**src/rtl/uart_bus_periph.sv**
```systemverilog
// UART peripheral on an 8-bit async CPU bus: tick divider, strobe sync,
// TX framer (1 idle, start, 8 data, 2 stop) and 16x oversampled RX.
module uart_bus_periph #(
    parameter int          TICK_DIV = 17,
    parameter logic [7:0]  ID_VALUE = 8'h51
) (
    input  logic       clk,
    input  logic       nrst,
    input  logic       ncs,
    input  logic       rw,
    input  logic [1:0] addr,
    input  logic [7:0] data_in,
    output logic [7:0] data_out,
    output logic       data_oe,
    output logic       tx,
    input  logic       rx,
    output logic       baud_tick
);

    localparam int DW = (TICK_DIV > 1) ? $clog2(TICK_DIV) : 1;
    localparam logic [DW-1:0] LAST = DW'(TICK_DIV - 1);

    typedef enum logic [1:0] {
        IDLE, START, DATA, STOP
    } rx_state_t;

    logic [DW-1:0] div_cnt;
    logic [3:0]    phase;
    logic          bit_edge;

    logic [2:0]    wr_sync;
    logic [2:0]    rd_sync;
    logic          wr_pulse;
    logic          rd_pulse;

    logic [11:0]   shift;
    logic [3:0]    bits_left;
    logic          tx_busy;

    logic [1:0]    rx_sync;
    logic          rx_s;
    rx_state_t     state;
    logic [3:0]    tcnt;
    logic [2:0]    bcnt;
    logic [7:0]    rx_shift;
    logic [7:0]    rx_data;
    logic          rx_valid;
    logic          rx_overrun;
    logic          frame_err;

    assign baud_tick = (div_cnt == LAST);
    assign bit_edge  = baud_tick & (phase == 4'hF);

    always_ff @(posedge clk or negedge nrst) begin
        if (!nrst) begin
            div_cnt <= '0;
            phase   <= '0;
        end else begin
            div_cnt <= baud_tick ? '0 : div_cnt + 1'b1;
            if (baud_tick)
                phase <= phase + 4'd1;
        end
    end

    // Bus strobes are async to clk; edge of the synced level is the event.
    always_ff @(posedge clk or negedge nrst) begin
        if (!nrst) begin
            wr_sync <= '0;
            rd_sync <= '0;
        end else begin
            wr_sync <= {wr_sync[1:0], ~ncs & ~rw};
            rd_sync <= {rd_sync[1:0], ~ncs & rw};
        end
    end

    assign wr_pulse = wr_sync[1] & ~wr_sync[2];
    assign rd_pulse = rd_sync[1] & ~rd_sync[2];

    always_ff @(posedge clk or negedge nrst) begin
        if (!nrst) begin
            shift     <= '1;
            bits_left <= '0;
        end else if (wr_pulse && addr == 2'd0 && bits_left == 4'd0) begin
            shift     <= {2'b11, data_in, 2'b01};
            bits_left <= 4'd12;
        end else if (bit_edge && bits_left != 4'd0) begin
            shift     <= {1'b1, shift[11:1]};
            bits_left <= bits_left - 4'd1;
        end
    end

    assign tx      = shift[0];
    assign tx_busy = (bits_left != 4'd0);

    always_ff @(posedge clk or negedge nrst) begin
        if (!nrst)
            rx_sync <= 2'b11;
        else
            rx_sync <= {rx_sync[0], rx};
    end

    assign rx_s = rx_sync[1];

    // Flag clears come first so a set in the same cycle overrides them.
    always_ff @(posedge clk or negedge nrst) begin
        if (!nrst) begin
            state      <= IDLE;
            tcnt       <= '0;
            bcnt       <= '0;
            rx_shift   <= '0;
            rx_data    <= '0;
            rx_valid   <= 1'b0;
            rx_overrun <= 1'b0;
            frame_err  <= 1'b0;
        end else begin
            if (rd_pulse && addr == 2'd0) begin
                rx_valid   <= 1'b0;
                rx_overrun <= 1'b0;
            end
            if (rd_pulse && addr == 2'd1)
                frame_err <= 1'b0;
            unique case (state)
                IDLE: begin
                    if (!rx_s) begin
                        state <= START;
                        tcnt  <= '0;
                    end
                end
                START: begin
                    if (baud_tick) begin
                        if (tcnt == 4'd7) begin
                            tcnt  <= '0;
                            bcnt  <= '0;
                            state <= rx_s ? IDLE : DATA;
                        end else begin
                            tcnt <= tcnt + 4'd1;
                        end
                    end
                end
                DATA: begin
                    if (baud_tick) begin
                        if (tcnt == 4'd15) begin
                            tcnt     <= '0;
                            rx_shift <= {rx_s, rx_shift[7:1]};
                            bcnt     <= bcnt + 3'd1;
                            if (bcnt == 3'd7)
                                state <= STOP;
                        end else begin
                            tcnt <= tcnt + 4'd1;
                        end
                    end
                end
                STOP: begin
                    if (baud_tick) begin
                        if (tcnt == 4'd15) begin
                            tcnt  <= '0;
                            state <= IDLE;
                            if (rx_s) begin
                                rx_data  <= rx_shift;
                                rx_valid <= 1'b1;
                                if (rx_valid)
                                    rx_overrun <= 1'b1;
                            end else begin
                                frame_err <= 1'b1;
                            end
                        end else begin
                            tcnt <= tcnt + 4'd1;
                        end
                    end
                end
                default: state <= IDLE;
            endcase
        end
    end

    assign data_oe = ~ncs & rw;

    always_comb begin
        data_out = 8'h00;
        if (data_oe) begin
            unique case (addr)
                2'd0: data_out = rx_data;
                2'd1: data_out = {4'b0, frame_err, rx_overrun,
                                  rx_valid, tx_busy};
                2'd2: data_out = ID_VALUE;
                default: data_out = 8'h00;
            endcase
        end
    end

endmodule

```
**config.mk**
```make
export PLATFORM = sky130hd
export DESIGN_NAME = uart_bus_periph
export DESIGN_NICKNAME = d
export VERILOG_FILES = /design/src/rtl/uart_bus_periph.sv
export SDC_FILE = /design/constraint.sdc
export NUM_CORES = 1
export LEC_CHECK = 0
export ABC_CLOCK_PERIOD_IN_PS = 2950
export CORE_AREA = 5 5 77 79
export DETAILED_ROUTE_END_ITERATION = 16
export DIE_AREA = 0 0 82 84
export MAX_ROUTING_LAYER = met4
export PLACE_DENSITY = 0.75
export SLEW_MARGIN = 20
export SYNTH_ARGS = -nofsm -noshare
export SYNTH_HDL_FRONTEND = slang
export SYNTH_SLANG_ARGS = --single-unit
```
**constraint.sdc**
```tcl
create_clock -name clk -period 2.95 [get_ports clk]
set_input_delay 0.59 -clock clk [delete_from_list [all_inputs] [get_ports clk]]
set_output_delay 0.59 -clock clk [all_outputs]
set_load 0.05 [all_outputs]
```
Yosys cells after proc, flatten, opt, wreduce, memory -nomap -nowiden --
Index checks and enable logic that the tools add are counted.
Operators by class: equal/unequal tests 19, reductions and logical operators 17, muxes and demuxes 44, add/subtract/negate cells 5, bitwise logic cells 9
Operators with widths (count):
- $mux 4 | 7
- $mux 12 | 2
- $pmux 8 s3 | 1
- $mux 2 | 9
- $mux 1 | 16
- $ne 2x2->1 const B | 8
- $mux 3 | 4
- $pmux 4 s3 | 1
- $add 4x1->4 const B | 2
- $eq 4x4->1 const B | 2
- $mux 8 | 1
- $pmux 2 s4 | 1
- $reduce_and 8->1 | 1
- $eq 2x2->1 const B | 3
- $pmux 3 s2 | 1
- $reduce_and 3->1 | 2
- $add 5x1->5 const B | 1
- $and 1x1->1 | 5
- $eq 5x5->1 const B | 1
- $logic_and 1x1->1 | 5
- $mux 5 | 1
- $reduce_and 5->1 | 1
- $eq 2x1->1 const B | 2
- $eq 4x3->1 const B | 1
- other kinds (11) | 16
Storage, ports and cells: input port bits 15, word-level logic and storage cells 109, output and inout port bits 11, register bits after elaboration 61

Logic depth before layout (Yosys ltp) --
depth after elaboration 9, gate-level depth with buffers 8

Least setup slack after synthesis --
Ideal clock, no wire load.
kind input-to-output, start point input addr[0], end point output data_out[1], slack 0.340 ns, required time 2.360 ns, stages 3, data arrival time 2.020 ns, cells stage by stage clkbuf_1 mux2i_1 nor3_1
On the way: word-level cells in the longest chain between the ends 3, elaborated cells between the ends (all ways) 5, classes of those cells eq/ne (2); mux (2); reduce/logical (1)
Ends and longest elaborated chain:
- start: declaration | line 11 | input logic [1:0] addr,
- $eq 2x2->1 (tied with other cells) | line 181 | unique case (addr)
- $pmux 8 s3 * | line 181
- $mux 8 * | line 180 | if (data_oe) begin
- end: declaration | line 13 | output logic [7:0] data_out,
Every way passes the cells marked *; elsewhere a longest branch is shown, timed or not.

Final worst setup path --
start point register div_cnt[0], end point output baud_tick
On the way: word-level cells in the longest chain between the ends 1
Ends and longest elaborated chain:
- start: declaration | line 27 | logic [DW-1:0] div_cnt;
- start signal: assignment | line 59 | div_cnt <= baud_tick ? '0 : div_cnt + 1'b1;
- $eq 5x5->1 | line 51 | assign baud_tick = (div_cnt == LAST);
- end: declaration | line 17 | output logic baud_tick
Every way passes these cells.

==> flow_summary.rst <==
.. list-table::
   :header-rows: 1

   * - Metric
     - Value
   * - Final cycle utilization of the critical path
     - 91.45%
   * - Hold_buf cts
     - 0
   * - Sw Ratio
     - 19.75%
   * - Critical path peak fanout
     - 5
   * - Met1 layer wirelength in the final routing
     - 2369 um
   * - Clk buf depth
     - 2
   * - Combinational Power Share
     - 3.5%
   * - Die boundary height
     - 84 um
   * - Average cell area after synthesis
     - 11.63 um2
   * - Crit. End Element
     - output port
   * - Number of register bits inferred by synthesis
     - 59
   * - Data arrival time at the worst-slack endpoint
     - 2.11 ns
   * - Number of endpoints with negative hold slack in the final report
     - 0
   * - Clock network fraction of design power
     - 50.4%
   * - Maximum number of pins on one net before global-route repair
     - 60
   * - Number of sinks handled by clock tree synthesis
     - 59
   * - Number of enable flip-flop cells after synthesis
     - 0
   * - Flip-flop cell with the highest count after synthesis
     - sky130_fd_sc_hd__dfrtp_1
   * - Area growth from synthesis to final layout
     - 22.81%
   * - Fraction of final layout cells with drive strength greater than 1
     - 23.97%
   * - Number of top-level pins
     - 26
   * - Warning count from the yosys run
     - 0
   * - Final Wtd Congestion
     - 0.7749
   * - Global-route wire length before repair
     - 8597 um
   * - Uppermost layer routed
     - met4
   * - Count of different cell masters after synthesis
     - 50
   * - N_diodes
     - 0
   * - Worst clock skew on the final layout
     - 0.009958 ns
   * - Leftover overflow at the end of global routing
     - 0
   * - Detailed-placement wirelength estimate
     - 3345 um
   * - Post-synthesis sequential area ratio
     - 55.03%
   * - Initial detailed-routing violation count
     - 103
   * - Buffers on Ports
     - 25
   * - Max Cap Violations
     - 0
   * - Routed wl met2
     - 2370 um
   * - Global Route Usage Sum
     - 16.95%
   * - Required time of the critical path
     - 2.36 ns
   * - Status
     - completed
   * - Wire length after detailed routing
     - 5028 um
   * - Initial DRT Pass Iterations
     - 5
   * - Total power per unit cell area
     - 533.2 nW/um2
   * - Fin cells
     - 339
   * - Post-detailed-route via-to-cell ratio
     - 5.348
   * - DRC viols
     - 0
   * - Class of the tightest hold or removal check
     - flop to flop
   * - Total nets after synthesis
     - 256
   * - Remaining number of nets flagged by the antenna check after routing
     - 0
   * - Register share of total power
     - 46.2%
   * - Via count
     - 1813
   * - Category of the most critical setup path
     - flop to output port
   * - Number of buffers added for setup after CTS
     - 0
   * - Max-slew violations
     - 0
   * - Setup repair after global routing missed its margin
     - no
   * - Die boundary width
     - 82 um
   * - Post-CTS sizing
     - 0
   * - TritonCTS clock tree
     - built
   * - Max H-tree Level
     - 3
   * - Post-synthesis instance area
     - 2710 um2
   * - Total negative slack
     - 0 ns
   * - Clk slew on worst S/H paths
     - 0.06 ns
   * - Setup violators final
     - 0
   * - Mapped Cells
     - 233
   * - Commonest non-fill, non-tap cells in the layout
     - sky130_fd_sc_hd__dfrtp_1, sky130_fd_sc_hd__nand2_1, sky130_fd_sc_hd__clkdlybuf4s50_1
   * - Instance count after placement with tap cells included
     - 323
   * - Internal power component
     - 1.424 mW
   * - Leakage dissipation
     - 1.589 nW
   * - Worst Max-Slew Pin Slew
     - 0.7163 ns
   * - Startpoint Class
     - flop
   * - Die Area
     - 6888 um2
   * - Starting density of the core
     - 51.42%
   * - Routed wire per std cell
     - 14.83 um
   * - Number of antenna violations at the first check in global routing
     - 0
   * - Placement Rows
     - 27
   * - Rel. slew slack
     - 52.25%
   * - R2R setup slack
     - 0.86 ns
   * - Later-pin clock latency in the skew report
     - 0.34 ns
   * - Total number of nets in the final design
     - 285
   * - CTS buffer count
     - 9
   * - Share of flip-flops with an asynchronous set or reset after synthesis
     - 100.0%
   * - Switching Power
     - 0.3505 mW
   * - Master cell of the clock root buffer
     - sky130_fd_sc_hd__clkbuf_8
   * - DR WL met3
     - 217 um
   * - Area of the placeable core
     - 5270 um2
   * - Vias in the first global route
     - 1837
   * - Final Critical Period
     - 2.698 ns
   * - Achievable Freq
     - 370.7 MHz
   * - Most frequent standard cell in the layout excluding fill and tap cells
     - sky130_fd_sc_hd__dfrtp_1
   * - Highest ir drop seen on vdd
     - 280.1 uV
-- cell usage after synthesis, drive strengths merged (5+ instances only) --
cell | instances | area share, %
dfrtp | 47 | 43
nand2 | 28 | 3.9
mux2 | 16 | 7.8
dfstp | 12 | 12
nand3 | 12 | 2.2
nor2 | 12 | 1.7
nor3 | 9 | 2.1
a21oi | 8 | 1.5
ha | 8 | 3.7
buf | 6 | 1.8
inv | 6 | 0.83
a22oi | 5 | 1.4
clkbuf | 5 | 0.69
o21ai | 5 | 0.92
xnor2 | 5 | 1.6
-- area by class of cell --
type / instances / area, um2
clock inverter: 5 / 100.1
sequential: 59 / 1491
clock buffer: 11 / 141.4
inverter: 6 / 22.52
fill: 422 / 1942
timing repair buffer: 29 / 352.8
multi-input combinational: 157 / 1130
tap: 72 / 90.09
-- metal layers --
metal / GRT usage (%) / up-vias
met5: - / -
met2: 24.98 / 35
met4: 5.891 / 0
met1: 21.40 / 881
li1: - / 890
met3: 6.263 / 7
-- critical path: stages (launching register included) --
cell and delay [ns]:
sky130_fd_sc_hd__dfrtp_1 0.41, sky130_fd_sc_hd__inv_1 0.07, sky130_fd_sc_hd__ha_1 0.22, sky130_fd_sc_hd__nand4bb_4 0.19, sky130_fd_sc_hd__inv_2 0.09, sky130_fd_sc_hd__clkdlybuf4s50_1 0.80
-- state kept, by name (all words and copies together) (netlist names), 4 cells and up, named ones only --
name,count
rx_data,8
rx_shift,8
div_cnt,5
bits_left,4
tcnt,4
shift,10
phase,4
-- worst paths after layout --
kind,cells after the start,end,startpoint
worst max register to register,8,bits_left[3],div_cnt[0]
worst min-delay path,0,wr_sync[1],wr_sync[0]
min in group asynchronous,2,rd_sync[1],nrst
max in group asynchronous,2,phase[3],nrst
worst max-delay path,5,baud_tick,div_cnt[0]
worst min register to register,0,wr_sync[1],wr_sync[0]
-- kinds of logic after synthesis --
logic type                 after synthesis  share of synthesized area (%)
and+or+nand+nor                         85                          17.18
DFF                                     59                          55.03
AOI/OAI and AO/OA                       36                          9.003
muxes                                   20                          9.234
buffers and inverters                   17                          3.278
xor gates and xnor gates                 8                          2.586
adders and majority gates                8                          3.694
-- through the flow --
step | setup slack, ns | instance area (um2) | hold WS (ns) | total power [mW] | utilization, %
finish | 0.2522 | 3328 | 0.3381 | 1.775 | 63.15
global route | 0.1738 | 3328 | 0.3529 | 1.836 | 63.15
CTS | 0.2220 | 3328 | 0.3431 | 1.796 | 63.15
detailed placement | 0.4710 | 3087 | 0.3411 | 0.8963 | 58.57
global placement | 0.4989 | 3087 | 0.3361 | 0.8958 | 58.57
floorplan | 0.3404 | 2710 | 0.2944 | 0.8517 | -
-- power groups by stage --
stage | registers, mW | clock network (mW) | logic (mW)
after floorplan | 0.833 | 0 | 0.0188
after global placement | 0.833 | 0 | 0.0625
after detailed placement | 0.834 | 0 | 0.0628
after CTS | 0.819 | 0.914 | 0.0632
after global routing | 0.819 | 0.949 | 0.0681
final | 0.819 | 0.894 | 0.0615
No activity file was read; power rests on OpenSTA's default activity.
